### src/rtl/tdm_pkg.sv
// Shared TDM definitions: default sample width / FIFO depth, the
// occupancy-count sizing helper and the per-edge FIFO operation encoding.
package tdm_pkg;

  localparam int TDM_SAMPLE_W   = 4;
  localparam int TDM_FIFO_DEPTH = 8;

  // Bits needed to hold the values 0..n inclusive (an occupancy count).
  function automatic int clog2_plus1(input int n);
    return $clog2(n + 1);
  endfunction

  // What the FIFO accepts on a clock edge: {write accepted, read accepted}.
  typedef enum logic [1:0] {
    OP_NONE = 2'b00,
    OP_RD   = 2'b01,
    OP_WR   = 2'b10,
    OP_BOTH = 2'b11
  } fifo_op_e;

endpackage

### src/rtl/tdm_fifo_mem.sv
// DEPTH x DATA_W sample storage: one synchronous write port and one
// asynchronous, address-indexed read port. Contents are don't-care
// after reset or flush, so the array is never cleared.
module tdm_fifo_mem #(
  parameter int DATA_W = 4,
  parameter int DEPTH  = 8,
  parameter int ADDR_W = (DEPTH > 1) ? $clog2(DEPTH) : 1
) (
  input  logic              clk,
  input  logic              we,
  input  logic [ADDR_W-1:0] waddr,
  input  logic [DATA_W-1:0] wdata,
  input  logic [ADDR_W-1:0] raddr,
  output logic [DATA_W-1:0] rdata
);

  logic [DATA_W-1:0] mem [DEPTH];

  // Store the incoming sample at the write address.
  // NOTE: the array has no reset; occupancy is tracked by pointers and count,
  // so stale contents are never observed and a reset here would only cost area.
  always_ff @(posedge clk) begin
    if (we) mem[waddr] <= wdata;
  end

  assign rdata = mem[raddr];

endmodule

### src/rtl/tdm_sync_fifo.sv
// Synchronous FIFO buffering TDM samples between the slot sampler and the
// multiplexer output stage. Registered read data with a one-cycle valid
// strobe, occupancy count, full/empty, and sticky overflow/underflow flags.
// en=0 holds the queue flushed.
module tdm_sync_fifo
  import tdm_pkg::*;
#(
  parameter  int DATA_W = TDM_SAMPLE_W,
  parameter  int DEPTH  = TDM_FIFO_DEPTH,
  localparam int CNT_W  = clog2_plus1(DEPTH)
) (
  input  logic              clk,
  input  logic              rst,
  input  logic              en,
  input  logic              w_en,
  input  logic [DATA_W-1:0] in1,
  input  logic              r_en,
  output logic [DATA_W-1:0] out,
  output logic              out_valid,
  output logic              full,
  output logic              empty,
  output logic [CNT_W-1:0]  count,
  output logic              overflow,
  output logic              underflow
);

  localparam int PTR_W = (DEPTH > 1) ? $clog2(DEPTH) : 1;

  logic [PTR_W-1:0]  wr_ptr;
  logic [PTR_W-1:0]  rd_ptr;
  logic [DATA_W-1:0] rd_data;
  logic              rd_acc;
  logic              wr_acc;
  fifo_op_e          op;

  // Explicit wrap at DEPTH-1 so non-power-of-two depths work.
  function automatic logic [PTR_W-1:0] ptr_next(input logic [PTR_W-1:0] p);
    return (p == PTR_W'(DEPTH - 1)) ? '0 : p + 1'b1;
  endfunction

  assign full   = (count == CNT_W'(DEPTH));
  assign empty  = (count == '0);

  // A read frees a slot this edge, so a write into a full FIFO is still
  // accepted when a read is accepted alongside it. No empty bypass.
  assign rd_acc = r_en && !empty;
  assign wr_acc = w_en && (!full || rd_acc);
  assign op     = fifo_op_e'({wr_acc, rd_acc});

  tdm_fifo_mem #(
    .DATA_W (DATA_W),
    .DEPTH  (DEPTH),
    .ADDR_W (PTR_W)
  ) u_mem (
    .clk   (clk),
    .we    (en && wr_acc),
    .waddr (wr_ptr),
    .wdata (in1),
    .raddr (rd_ptr),
    .rdata (rd_data)
  );

  // Pointer, count, output and sticky-flag state; flush on en=0 mirrors reset.
  // NOTE: state is updated with non-blocking assignments so every register
  // samples pre-edge values regardless of statement order.
  always_ff @(posedge clk or posedge rst) begin
    if (rst) begin
      wr_ptr    <= '0;
      rd_ptr    <= '0;
      count     <= '0;
      out       <= '0;
      out_valid <= 1'b0;
      overflow  <= 1'b0;
      underflow <= 1'b0;
    end else if (!en) begin
      wr_ptr    <= '0;
      rd_ptr    <= '0;
      count     <= '0;
      out       <= '0;
      out_valid <= 1'b0;
      overflow  <= 1'b0;
      underflow <= 1'b0;
    end else begin
      if (wr_acc) wr_ptr <= ptr_next(wr_ptr);
      if (rd_acc) begin
        rd_ptr <= ptr_next(rd_ptr);
        out    <= rd_data;
      end
      out_valid <= rd_acc;

      case (op)
        OP_WR:   count <= count + 1'b1;
        OP_RD:   count <= count - 1'b1;
        default: count <= count;
      endcase

      if (w_en && !wr_acc) overflow  <= 1'b1;
      if (r_en && empty)   underflow <= 1'b1;
    end
  end

endmodule

### config.mk
export PLATFORM = sky130hd
export DESIGN_NAME = tdm_sync_fifo
export DESIGN_NICKNAME = d
export VERILOG_FILES = /design/src/rtl/tdm_pkg.sv /design/src/rtl/tdm_fifo_mem.sv /design/src/rtl/tdm_sync_fifo.sv
export SDC_FILE = /design/constraint.sdc
export NUM_CORES = 1
export LEC_CHECK = 0
export BUFFER_PORTS_ARGS = -buffer_cell sky130_fd_sc_hd__buf_4
export CORE_MARGIN = 2
export CORE_UTILIZATION = 30
export CTS_CLUSTER_SIZE = 20
export DETAILED_ROUTE_END_ITERATION = 7
export SLEW_MARGIN = 10
export SYNTH_ARGS = -nofsm -noshare
export SYNTH_HDL_FRONTEND = slang
export SYNTH_SLANG_ARGS = --single-unit
### constraint.sdc
create_clock -name clk -period 2.5 [get_ports clk]
set_clock_uncertainty 0.15 [all_clocks]
set_input_delay 0.375 -clock clk [delete_from_list [all_inputs] [get_ports clk]]
set_output_delay 0.375 -clock clk [all_outputs]
set_load 0.01 [all_outputs]
==> reports/results.ini, run 1 <==
[setup_path]
rrSetupSlack_ns = 0.09
crit_slowest_cell = or4_4
path_cells = or4_4 > inv_4 > nor2_4 > ha_4 > nor2_2 > or3b_4 > o211a_1 > o31a_1
start_kind = flip-flop
cp.required_ns = 2.54
cp_max_fo = 3
cp.arrival_ns = 2.45
worstSetupPathType = flip-flop to flip-flop
end_kind = flip-flop
slowest_delay_ns = 0.56
worstRegToRegCells = 8

[global_route]
grt_max_degree = 18
grt_pass1_wl_mm = 6.08
grt_antenna_before_repair = 0
grt_pass1_vias = 1217
track_usage_pct = 10.7
grt_overflow = 0

[sta]
max_freq_mhz = 415
final.setup.tns_ns = 0
tightest_slew_ns = 0.886
report.final.hold_viol_count = 4
holdWs_ns = -0.00232
slew_violations = 0
slew_headroom_pct = 40.4
finalCritPeriodShare_pct = 96.3
rsz0062_at_grt = no
setup_viol = 0
period_minus_slack_ns = 2.41

[power_and_ir_drop]
p_comb_share_pct = 36.4
power_density_nw_per_um2 = 892
seq_power_share_pct = 43.1
p_sw_share_pct = 31.1
p_sw_uw = 720
vdd_ir_drop_max_mv = 0.196
p_clk_share_pct = 20.5
cellLeakagePower_nw = 1.02
cellInternalPower_mw = 1.59

[synthesis]
synth.yosys.warnings = 0
synth-edff-count = 32
synth_cell_types = 39
synth_area_per_cell_um2 = 15.0
synth-seq-cells = 49
yosys-top-cells-area = edfxtp_1 45%, dfrtp_1 20%, mux4_2 8.4%, ha_1 3.5%, nor2_1 2.3%
synth_top_cell_by_area = edfxtp_1
synth_nets = 159
synthFlopType = edfxtp_1
synthesis.instances = 143
synth-async-reset-ratio_pct = 34.7
synth_area_um2 = 2140
ys_top_cells_by_count = 32 x edfxtp_1, 17 x dfrtp_1, 13 x nor2_1
ys_seq_area_share_pct = 64.8
netlist.area_leader.share_pct = 44.9
synth_most_common_cell = edfxtp_1

[detailed_routing]
wl_met1_mm = 1.76
postRouteAntennaNets = 0
wl_per_cell_um = 14.0
vias_per_cell = 4.60
drt_iter0_markers = 84
vias = 1243
wl_mm = 3.79
wl_met2_mm = 1.84
dr.pass1.iters = 4
highest_layer = met4
wl_met3_um = 118
drc = 0

[final_layout]
postLayoutCoreUtil_pct = 37.9
finalNonFillerCells = 270
num-nets-final = 189
n_antenna_cell = 0
area_delta_synth_final_pct = 21.2
drive_gt1_share_pct = 33.9

[place]
gp_congestion = 0.761
dp_hpwl_mm = 2.82
place_inst = 261
io_buffers = 21

[cts]
cts.sinks = 49
cts_tree = yes
cts_buffer_depth = 2
cts_resized = 0
cts_root_buf = clkbuf_8
clk_pin_slew_ns = 0.09
clock_latency_ns = 0.29
numCtsBuffers = 5
h-tree-depth = 2

[worst_hold_path]
hold_class = primary input to asynchronous set/reset pin

[floorplan]
die_h_um = 88.5
io_pins = 22
dieArea_um2 = 7820
dieWidth_um = 88.5
start_util_pct = 31.3
rows = 30
core_area_um2 = 6830

[run]
drv_cap = 0

[status]
violations = negative hold slack
status = finished with violations

-- cell usage in the layout (no fill, tap or decap), types with 2 or more instances in the layout --
| cell | synthesis | routed |
|---|---|---|
| a211oi_2 | 1 | 2 |
| a21oi_1 | 4 | 4 |
| a221o_1 | 4 | 4 |
| a22o_1 | 2 | 2 |
| and3_1 | 5 | 5 |
| buf_4 | 0 | 28 |
| clkbuf_8 | 0 | 6 |
| dfrtp_1 | 17 | 15 |
| dfrtp_2 | 0 | 2 |
| edfxtp_1 | 32 | 32 |
| ha_1 | 6 | 4 |
| ha_4 | 0 | 2 |
| inv_1 | 4 | 3 |
| mux4_2 | 8 | 8 |
| nand2_1 | 5 | 5 |
| nand3_1 | 4 | 4 |
| nor2_1 | 13 | 11 |
| nor3_1 | 5 | 5 |
| o21ai_0 | 3 | 3 |
| or3_1 | 3 | 3 |
| xnor2_1 | 3 | 3 |
-- area by class of cell --
class | count | area, um2
Sequential cell | 49 | 1390
Timing Repair Buffer | 28 | 210
Clock buffer | 6 | 82.6
Tap cell | 96 | 120
Inverter | 5 | 21.3
Multi-Input combinational cell | 84 | 756
Fill cell | 686 | 4240
Clock inverter | 2 | 13.8
-- per-layer routing --
metal  GRT usage [%]  vias to the layer above
met3            3.08                        5
met4            5.37                        0
met2            16.5                       15
met5               0                        -
met1            13.9                      607
li1                -                      616
-- worst paths after layout --
| path | from | end |
|---|---|---|
| min | rst | rd_ptr[2] |
| max | count[3] | count[3] |
| max reg2reg | count[3] | count[3] |
| max in group asynchronous | rst | count[3] |
| min reg2reg | overflow | overflow |
| min in group clk | in1[0] | u_mem.mem[1][0] |
-- cells by family after synthesis --
logic type	synth area share (%)
XOR/XNOR	1.23
AO/OA/AOI/OAI	8.01
buffers and inverters	1.87
adder cells (fa/ha/maj)	4.44
AND/OR/NAND/NOR	10.7
flip-flops	64.8
multiplexers	8.95
-- registers in the layout, summed over array words and instances, names as in the netlist --
signal	flops
count	4
out	4
out_valid	1
overflow	1
rd_ptr	3
u_mem.mem	32
underflow	1
wr_ptr	3
-- worst max-delay path, delay by kind of cell (launching register included) --
family          cells  cell delay (ns)
fa+ha+maj           1             0.27
simple gates        4             1.03
buf+inv             1             0.09
compound gates      2             0.36
flops               1             0.41
-- metrics by stage --
step | cell area [um2] | power, mW | worst slack (ns)
floorplan | 2190 | 1.55 | 0.00180
global placement | 2490 | 1.84 | 0.0948
detailed placement | 2490 | 1.86 | 0.0684
CTS | 2580 | 2.32 | 0.0603
global route | 2590 | 2.46 | 0.0111
finish | 2590 | 2.31 | 0.0916
-- power by group through the flow --
stage	clock, mW	combinational, mW	sequential (mW)
2_1_floorplan	0	0.487	1.07
3_3_place_gp	0	0.823	1.01
3_5_place_dp	0	0.839	1.02
4_1_cts	0.490	0.835	0.999
5_1_grt	0.525	0.927	1.01
6_report	0.473	0.842	0.998
-- what timing repair did --
action / 4_1_cts / 5_1_grt
hold buffers: 0 / 0
endpoints found under the setup margin: 0 / 1
buffers inserted: 0 / 1
Note: power is estimated with default switching activity, not from simulation.
==> run 2: changes to the inputs <==
--- a/config.mk
+++ b/config.mk
@@ -10,6 +10,8 @@
 export CORE_UTILIZATION = 30
 export CTS_CLUSTER_SIZE = 20
 export DETAILED_ROUTE_END_ITERATION = 7
+export MAX_ROUTING_LAYER = met4
+export SETUP_SLACK_MARGIN = 0.3
 export SLEW_MARGIN = 10
 export SYNTH_ARGS = -nofsm -noshare
 export SYNTH_HDL_FRONTEND = slang
==> reports/results.ini, run 2 (synthesized netlist as in run 1, its figures left out) <==
[floorplan]
start_util_pct = 31.3  ; unchanged
dieArea_um2 = 7820  ; unchanged
rows = 30  ; unchanged
die_h_um = 88.5  ; unchanged
core_area_um2 = 6830  ; unchanged
dieWidth_um = 88.5  ; unchanged
io_pins = 22  ; unchanged

[sta]
tightest_slew_ns = 0.639  ; -0.247 ns
holdWs_ns = -0.00135  ; +0.000971 ns
slew_headroom_pct = 57.1  ; +17 points
max_freq_mhz = 422  ; +1.7%
final.setup.tns_ns = 0  ; unchanged
period_minus_slack_ns = 2.37  ; -0.0401 ns
finalWorstSetupSlack_ns = 0.132  ; +0.0401 ns
rsz0062_at_grt = yes
setup_viol = 0  ; unchanged
slew_violations = 0  ; unchanged
report.final.hold_viol_count = 4  ; unchanged
finalCritPeriodShare_pct = 94.7  ; -1.6 points

[setup_path]
worstSetupPathType = flip-flop to flip-flop
start_kind = flip-flop
crit_family = simple AND/OR/NAND/NOR gates
path_buf_inv = 1  ; unchanged
cp_max_fo = 3  ; unchanged
crit_slowest_cell = or4_4
path_cells = or4_4 > inv_4 > nor2_4 > ha_4 > nor2_2 > or3b_4 > o211a_1 > o31a_1
cp.required_ns = 2.54  ; about the same
end_kind = flip-flop
cp.arrival_ns = 2.41  ; -0.04 ns
slowest_delay_ns = 0.55  ; about the same

[detailed_routing]
vias = 1261  ; +1.4%
drt_iter0_markers = 110  ; +31%
wl_met1_mm = 1.75  ; -0.34%
wl_met3_um = 134  ; +14%
highest_layer = met4
drc = 0  ; unchanged
wl_met2_mm = 1.86  ; +1.1%
dr.pass1.iters = 4  ; unchanged
wl_per_cell_um = 14.0  ; -0.32%
vias_per_cell = 4.62  ; +0.33%
postRouteAntennaNets = 0  ; unchanged
wl_mm = 3.82  ; +0.79%

[final_layout]
most-common-layout-cells = 32 x edfxtp_1, 31 x buf_4, 15 x dfrtp_1
largest_reg_flops = 32  ; unchanged
top_regs = u_mem.mem x32, count x4, out x4
num-nets-final = 192  ; +1.6%
n_antenna_cell = 0  ; unchanged
area_delta_synth_final_pct = 22.7
finalNonFillerCells = 273  ; +1.1%
drive_gt1_share_pct = 36.7  ; +2.8 points
final_common_cell = edfxtp_1
largest-register = u_mem.mem

[cts]
cts_tree = yes
cts_buffer_depth = 2  ; unchanged
clk_pin_slew_ns = 0.09  ; about the same
cts_root_buf = clkbuf_8
clock_latency_ns = 0.29  ; about the same
h-tree-depth = 2  ; unchanged
numCtsBuffers = 5  ; unchanged
cts.sinks = 49  ; unchanged

[global_route]
track_usage_pct = 11.0  ; +0.27 points
grt_pass1_wl_mm = 6.06  ; -0.33%
grt_antenna_before_repair = 0  ; unchanged
grt_overflow = 0  ; unchanged
grt_pass1_vias = 1219  ; +0.16%
grt_max_degree = 18  ; unchanged

[power_and_ir_drop]
vdd_ir_drop_max_mv = 0.231  ; +18%
cellLeakagePower_nw = 1.03  ; +1.4%
power_density_nw_per_um2 = 898  ; +0.68%

[status]
status = finished with violations
violations = negative hold slack

[place]
dp_hpwl_mm = 2.82  ; unchanged
io_buffers = 21  ; unchanged
place_inst = 261  ; unchanged
place_ws_ns = 0.0684  ; unchanged
gp_congestion = 0.771  ; +1.3%

[run]
drv_cap = 0  ; unchanged

[worst_hold_path]
hold_class = primary input to asynchronous set/reset pin

==> run 2: cell types whose count changed in the layout (fill, tap and decap cells not counted) <==
cell	change
inv_1	-1
nor4_2	+1
or4b_4	+1
buf_4	+3
inv_2	+1
nor4_1	-1
or4b_1	-1
==> run 2: where the power goes <==
part | leakage, nW | internal (mW) | total (mW) | switching (mW)
clock | 0.0512 | 0.224 | 0.472 | 0.248
combinational | 0.465 | 0.460 | 0.887 | 0.426
sequential | 0.516 | 0.944 | 0.999 | 0.0556
total | 1.03 | 1.63 | 2.36 | 0.730
==> run 2: final cells by class <==
cell class / count / area [um2]
clock buffers: 6 / 82.6
fillers: 681 / 4210
inverters: 5 / 21.3
clock inverters: 2 / 13.8
repair buffers: 31 / 233
well taps: 96 / 120
flip-flops and latches: 49 / 1390
multi-input cells: 84 / 766
==> run 2: through the flow <==
step	util, %	area (um2)	hold slack (ns)	power (mW)
after floorplan	-	2190	0.151	1.55
after CTS	38.2	2610	0.0136	2.39
after detailed placement	36.4	2490	0.345	1.86
final	38.4	2630	-0.00135	2.36
after global placement	36.4	2490	0.345	1.84
after global routing	38.4	2630	0.0501	2.50
==> run 2: path summary, 6_finish.rpt <==
kind	from	end	slack, ns	cells after the start
hold / removal	rst	rd_ptr[2]	-0.001	2
min in group clk	in1[0]	u_mem.mem[1][0]	0.16	1
setup reg to reg	count[2]	count[3]	0.13	8
hold reg to reg	overflow	overflow	0.36	2
setup / recovery	count[2]	count[3]	0.13	8
max in group asynchronous	rst	count[3]	1.76	2
==> run 2: layer usage <==
| metal | vias up | track usage (%) |
|---|---|---|
| met1 | 618 | 13.7 |
| met5 | - | - |
| met2 | 17 | 16.5 |
| met3 | 5 | 3.08 |
| met4 | 0 | 5.37 |
| li1 | 621 | - |
==> run 2: worst register-to-register path, cell delays in order (launching register included) <==
cell	delay (ns)
dfrtp_1	0.38
or4_4	0.55
inv_4	0.08
nor2_4	0.05
ha_4	0.27
nor2_2	0.03
or3b_4	0.38
o211a_1	0.13
o31a_1	0.23
==> run 2: what timing repair did <==
action | CTS | global route
pin swaps | 2 | 1
setup endpoints to repair | 4 | 22
hold buffers | 0 | 0
setup buffers | 3 | 1
resized for setup | 1 | 2
gates cloned | 0 | 0
